[config.mk]
export PLATFORM = sky130hd
export DESIGN_NAME = pe_mem_group_reader
export DESIGN_NICKNAME = d
export VERILOG_FILES = /design/src/rtl/pe_mem_group_reader.sv
export SDC_FILE = /design/constraint.sdc
export NUM_CORES = 1
export LEC_CHECK = 0
export BUFFER_PORTS_ARGS = -buffer_cell sky130_fd_sc_hd__buf_2
export CAP_MARGIN = 20
export CORE_AREA = 3 3 208 210
export DETAILED_ROUTE_END_ITERATION = 6
export DIE_AREA = 0 0 211 213
export GPL_TIMING_DRIVEN = 0
export SETUP_SLACK_MARGIN = 0.1
export SLEW_MARGIN = 15
export SYNTH_ARGS = -nofsm -noshare
export SYNTH_HDL_FRONTEND = slang
export SYNTH_SLANG_ARGS = --single-unit
[constraint.sdc]
create_clock -name clk -period 10 [get_ports clk]
set_clock_uncertainty 0.1 [all_clocks]
set_input_delay 1 -clock clk [delete_from_list [all_inputs] [get_ports clk]]
set_output_delay 1 -clock clk [all_outputs]
set_load 0.01 [all_outputs]
[src/rtl/pe_mem_group_reader.sv]
// pe_mem_group_reader: walks a PE group through the PE memory read port
// and streams the returned words out over a valid/ready interface.
//
// Ports
//   clk, rst            clock; asynchronous active-high reset
//   start               command strobe, sampled only while idle
//   base_pe_index       first PE of the group
//   group_size          PEs to read (0 = empty command, >NOF_PES clamps)
//   busy                high whenever a command is in flight
//   done                one-cycle pulse when a command completes
//   mem_dest_pe_index   read index into the PE memory
//   mem_rd_data         combinational PE memory read data
//   out_valid/out_ready handshake toward the interconnect
//   out_data            captured memory word
//   out_pe_index        PE the word came from
//   out_last            final word of the group
module pe_mem_group_reader #(
  parameter int WORD_SIZE        = 256,
  parameter int NOF_PES          = 16,
  parameter int NOF_LEVELS       = $clog2(NOF_PES),
  parameter int GROUP_SIZE_WIDTH = NOF_LEVELS + 1
) (
  input  logic                        clk,
  input  logic                        rst,
  input  logic                        start,
  input  logic [NOF_LEVELS-1:0]       base_pe_index,
  input  logic [GROUP_SIZE_WIDTH-1:0] group_size,
  output logic                        busy,
  output logic                        done,
  output logic [NOF_LEVELS-1:0]       mem_dest_pe_index,
  input  logic [WORD_SIZE-1:0]        mem_rd_data,
  output logic                        out_valid,
  input  logic                        out_ready,
  output logic [WORD_SIZE-1:0]        out_data,
  output logic [NOF_LEVELS-1:0]       out_pe_index,
  output logic                        out_last
);

  typedef enum logic [1:0] {
    IDLE,
    READ,
    DRAIN
  } state_t;

  localparam logic [GROUP_SIZE_WIDTH-1:0] MAX_SIZE =
    GROUP_SIZE_WIDTH'(NOF_PES);
  localparam logic [GROUP_SIZE_WIDTH-1:0] ONE =
    GROUP_SIZE_WIDTH'(1);
  localparam logic [NOF_LEVELS-1:0] IDX_ONE =
    NOF_LEVELS'(1);

  state_t state;
  state_t state_nxt;

  logic [NOF_LEVELS-1:0]       cur_idx;
  logic [GROUP_SIZE_WIDTH-1:0] remaining;
  logic [GROUP_SIZE_WIDTH-1:0] size_clamped;

  logic accept;
  logic start_run;
  logic start_empty;
  logic load;
  logic last_load;
  logic drain_xfer;

  assign accept      = (state == IDLE) & start;
  assign start_run   = accept & (|group_size);
  assign start_empty = accept & ~(|group_size);

  // Clamping keeps any PE from being read twice in one command.
  assign size_clamped = (group_size > MAX_SIZE) ? MAX_SIZE : group_size;

  // Capture a new word whenever the output slot is empty or being drained
  // this cycle; this gives one word per cycle under continuous ready.
  assign load       = (state == READ) & (~out_valid | out_ready);
  assign last_load  = load & (remaining == ONE);
  assign drain_xfer = (state == DRAIN) & out_valid & out_ready;

  assign busy              = (state != IDLE);
  assign mem_dest_pe_index = cur_idx;

  always_ff @(posedge clk or posedge rst) begin
    if (rst) begin
      state <= IDLE;
    end else begin
      state <= state_nxt;
    end
  end

  always_comb begin
    state_nxt = state;
    unique case (state)
      IDLE: begin
        if (start_run) begin
          state_nxt = READ;
        end
      end
      READ: begin
        if (last_load) begin
          state_nxt = DRAIN;
        end
      end
      DRAIN: begin
        if (drain_xfer) begin
          state_nxt = IDLE;
        end
      end
      default: begin
        state_nxt = IDLE;
      end
    endcase
  end

  always_ff @(posedge clk or posedge rst) begin
    if (rst) begin
      cur_idx      <= '0;
      remaining    <= '0;
      done         <= 1'b0;
      out_valid    <= 1'b0;
      out_last     <= 1'b0;
      out_data     <= '0;
      out_pe_index <= '0;
    end else begin
      done <= start_empty | drain_xfer;

      if (start_run) begin
        cur_idx   <= base_pe_index;
        remaining <= size_clamped;
      end

      // cur_idx is exactly NOF_LEVELS wide, so +1 wraps modulo NOF_PES.
      if (load) begin
        out_data     <= mem_rd_data;
        out_pe_index <= cur_idx;
        out_valid    <= 1'b1;
        out_last     <= (remaining == ONE);
        cur_idx      <= cur_idx + IDX_ONE;
        remaining    <= remaining - ONE;
      end

      if (drain_xfer) begin
        out_valid <= 1'b0;
        out_last  <= 1'b0;
      end
    end
  end

endmodule

After elaboration in Yosys (flattened, before gate mapping)
Index checks and enable logic that the tools add are counted.

Memory bits (writable): 0. ROM bits: 0. Memories: 0. Latch bits: 0. Input bits: 269. Bits in registers: 274.

Div/mod/pow operators: 0. Shift-type cells: 0. Add/subtract/negate cells: 2. Multiplexer cells: 13. Bitwise gates (word level): 11. Order comparisons: 1. Eq/ne operators: 6. Multipliers: 0. Reduce and logical (&&, ||, !) cells: 6.

Operators by type and width (count): $mux W5 (3); $mux W4 (2); $and A1 B1 Y1 (7); $mux W2 (3); $ne A2 B2 Y1 const B (3); $pmux W2 S3 (1); $reduce_bool A2 Y1 (3); $eq A5 B1 Y1 const B (1); $gt A5 B5 Y1 const B (1); $reduce_or A5 Y1 (1); $sub A5 B1 Y5 const B (1); $add A4 B1 Y4 const B (1); $mux W1 (4); $reduce_and A3 Y1 (1); $eq A2 B1 Y1 const B (1); $eq A2 B2 Y1 const B (1); $logic_not A2 Y1 (1); $not A1 Y1 (2); $or A1 B1 Y1 (2).

Depth between registers and ports, before layout
Depth in word-level cells: 6. Mapped depth: 7.

Worst setup path before layout
No wires, ideal clock.

Path kind: input -> register. From: input group_size[0]. To: register cur_idx[1], in the netlist mem_dest_pe_index[1]. Stages: 5. Path slack: 7.675 ns. Data arrival time: 2.088 ns. Buffers on the path: 1. Path through: or4_4 -> o21ai_2 -> buf_6 -> mux2i_1 -> a21oi_1.

Cells in the longest elaborated chain, start to end: 3.

RTL lines: from (decl) (RTL line 27) `input logic [GROUP_SIZE_WIDTH-1:0] group_size,`; $reduce_or A5 Y1 (RTL line 67) `assign start_run = accept & (|group_size);`; $and A1 B1 Y1 (RTL line 67); $reduce_bool A2 Y1 (no source line); to (signal assigned) (RTL line 127) `cur_idx <= base_pe_index;`; to (signal assigned) (RTL line 137) `cur_idx <= cur_idx + IDX_ONE;`; to (decl) (RTL line 55) `logic [NOF_LEVELS-1:0] cur_idx;`.

No other way between the ends. A chain may end at the register's enable or synchronous reset.

Worst setup path in the final report
From: input out_ready. To: register out_data[44].

Cells in the longest elaborated chain, start to end: 2.

RTL lines: from (decl) (RTL line 33) `input logic out_ready,`; $or A1 B1 Y1 (RTL line 75) `assign load = (state == READ) & (~out_valid | out_ready);`; $and A1 B1 Y1 (RTL line 75); to (signal assigned) (RTL line 133) `out_data <= mem_rd_data;`; to (decl) (RTL line 34) `output logic [WORD_SIZE-1:0] out_data,`.

No other way between the ends.

==> flow_metrics.env <==
export IMPL_worst_pin_slew_ps=788
export IMPL_crit_fanout=10
export IMPL_cts_tree="built"
export IMPL_holdPathStages=2
export IMPL_drt_iter0_markers=549
export IMPL_root_buffer="clkbuf_16"
export IMPL_nets=2017
export IMPL_rr_startpoint="state[0]"
export IMPL_initial_core_util_pct=25.2
export IMPL_synth_area_mm2=0.0105
export IMPL_crit_type="input pin to flip-flop"
export IMPL_hold_end="out_data[72]"
export IMPL_rows=75
export IMPL_ir_drop_uv=132
export IMPL_syn_inst=1175
export IMPL_r2r_end="out_data[44]"
export IMPL_hpwl_um=27600
export IMPL_grt_pass1_vias=9650
export IMPL_synth_fa_ha_area_share_pct=0.357
export IMPL_wl_per_cell_um=15.6
export IMPL_die_area_mm2=0.0449
export IMPL_timing_fmax_ghz=0.391
export IMPL_drt_pass1_iterations=4
export IMPL_p_leak_nw=8.65
export IMPL_cts_clk_slew_worst_paths_ps=60
export IMPL_hold_violations=0
export IMPL_die_x_um=211
export IMPL_synth_top_family_by_area="simple AND/OR/NAND/NOR gates"
export IMPL_yosys_warnings=0
export IMPL_setup_tns_ps=0
export IMPL_end_kind="flip-flop"
export IMPL_grt_pass1_wl_um=53800
export IMPL_placed_cells=2252
export IMPL_drc_errors=0
export IMPL_cts_sinks=274
export IMPL_fin_crit_sh_pct=25.5
export IMPL_slew_headroom_pct=47.5
export IMPL_clock_latency_ps=560
export IMPL_mostFrequentLayoutCells="nand2_1, buf_2, dfrtp_1"
export IMPL_io_buffers=536
export IMPL_max_cap_violations=0
export IMPL_p_per_area_mw_per_mm2=312
export IMPL_synthSimpleGateAreaFrac_pct=29.6
export IMPL_layoutNonFillerInstCount=2302
export IMPL_ys_types=35
export IMPL_drt_total_wl_um=35800
export IMPL_synthMuxAreaShare_pct=0.191
export IMPL_core_area_mm2=0.0418
export IMPL_worstHoldStart="out_data[72]"
export IMPL_antenna_found_initial=2
export IMPL_dpl_cell_area_mm2=0.0139
export IMPL_critPathLaunchType="input pin"
export IMPL_via_per_inst=4.18
export IMPL_postCtsSetupRepairBufs=0
export IMPL_grt_max_degree=109
export IMPL_r2r_cells=6
export IMPL_vias=9614
export IMPL_ys_seq_area_share_pct=65.3
export IMPL_finalSetupViolCount=0
export IMPL_syn_area_per_cell_um2=8.94
export IMPL_rsz0062_at_grt="no"
export IMPL_syn_num_nets=1447
export IMPL_ant_nets=0
export IMPL_final_common_cell="nand2_1"
export IMPL_syn2layout_area_growth_pct=41.3
export IMPL_r2r_slack_ps=7580
export IMPL_cts_max_level=1
export IMPL_die_height_um=213
export IMPL_synth_xor_xnor_area_share_pct=0.0834
export IMPL_ys_ff_latch=274
export IMPL_worst_ep_arrival_time_ps=2950
export IMPL_maxSlewViolCount=0
export IMPL_gp_congestion=0.820
export IMPL_synth_compound_area_share_pct=1.26
export IMPL_io_pins=537
export IMPL_clock_path_buffers=3
export IMPL_crit_required_ps=10400
export IMPL_gr_usage_all_layers_pct=15.1
export IMPL_fin_crit_ps=2550
export IMPL_cts_made_buffers=30
export IMPL_post_cts_resized=0
export IMPL_drive_above_1_share_pct=35.2
export IMPL_overflow=0
export IMPL_stdcell_area_mm2=0.0148
export IMPL_cts_hold_buf=0
export IMPL_hold_path_class="flip-flop to flip-flop"
export IMPL_status="finished clean"
==> cells by family (layout without fill, tap and decap cells) <==
kind of cell	count (synthesis)	count (layout)
compound gates	18	18
xor+xnor	1	1
fa+ha+maj	3	3
buf+inv	64	651
flops	274	274
mux	2	2
other cells	0	1
simple gates	813	813
==> synthesized netlist by cell type <==
library cell / n / area share (%)
nand2_1: 791 / 28
dfrtp_1: 274 / 65
clkbuf_1: 26 / 0.93
buf_4: 22 / 1.6
buf_2: 11 / 0.52
a21oi_1: 5 / 0.24
inv_1: 4 / 0.14
nand3_1: 4 / 0.19
nor2_1: 4 / 0.14
a221oi_1: 3 / 0.25
ha_1: 3 / 0.36
or3_1: 3 / 0.18
mux2i_1: 2 / 0.19
o211ai_1: 2 / 0.14
a211oi_1: 1 / 0.071
a21boi_0: 1 / 0.071
and2_1: 1 / 0.060
and3_1: 1 / 0.060
buf_6: 1 / 0.11
nand2b_1: 1 / 0.060
nand3b_1: 1 / 0.071
nand4b_1: 1 / 0.083
nor2b_1: 1 / 0.060
nor3b_1: 1 / 0.071
nor4b_1: 1 / 0.083
o211a_1: 1 / 0.095
o21ai_0: 1 / 0.048
o21ai_2: 1 / 0.083
o221a_2: 1 / 0.11
o311ai_0: 1 / 0.083
o31ai_1: 1 / 0.071
or2_2: 1 / 0.060
or3b_2: 1 / 0.083
or4_4: 1 / 0.11
xor2_1: 1 / 0.083
==> flip-flops by register name (all words and copies together) (netlist names) <==
register,count
out_data,256
remaining,5
mem_dest_pe_index,4
out_pe_index,4
state,2
done,1
out_last,1
out_valid,1
==> cell type report <==
class	instances	area (µm²)
multi-input cells	837	3310
clock buffers	42	846
diodes	1	2.50
clock inverters	7	73.8
inverters	4	22.5
fillers	4340	26900
repair buffers	538	2740
plain buffers	60	329
flip-flops and latches	274	6860
well taps	539	674
==> worst max path at each step <==
| stage | from | endpoint | slack, ps |
|---|---|---|---|
| finish | out_ready | out_data[44] | 7450 |
| global route | out_ready | out_data[43] | 7140 |
| CTS | out_ready | out_data[44] | 7360 |
| detailed placement | out_ready | out_data[43] | 6750 |
| global placement | rst | out_data[80] | -1840 |
| floorplan | rst | done | 1350 |
==> metal layers <==
layer	global-route usage, %	wire, µm	vias to the layer above
met5	0	13	-
met4	4.50	855	2
met3	4.42	3030	54
met2	26.6	17600	375
met1	18.0	14300	4470
li1	-	-	4713
==> per-stage QoR <==
stage	power [mW]	utilization (%)	setup slack, ps	hold slack, ps
floorplan	2.76	-	1350	372
global placement	3.59	33.2	-1840	353
detailed placement	3.63	33.3	6750	357
CTS	4.72	35.6	7360	371
global route	5.01	35.6	7140	386
finish	4.63	35.6	7450	366
==> power by group <==
part | internal (mW) | total (mW) | switching (mW)
registers | 1.59 | 1.85 | 0.265
logic | 0.655 | 1.73 | 1.08
clock network | 0.608 | 1.05 | 0.443
total | 2.85 | 4.63 | 1.78
==> worst max-delay path: stages <==
cell and delay (ps):
buf_2 120, nand2b_1 180, nand2_1 310, clkbuf_1 640
clkbuf_1 500, nand2_1 120, nand2_1 80
Power figures use the tool's default switching activity.
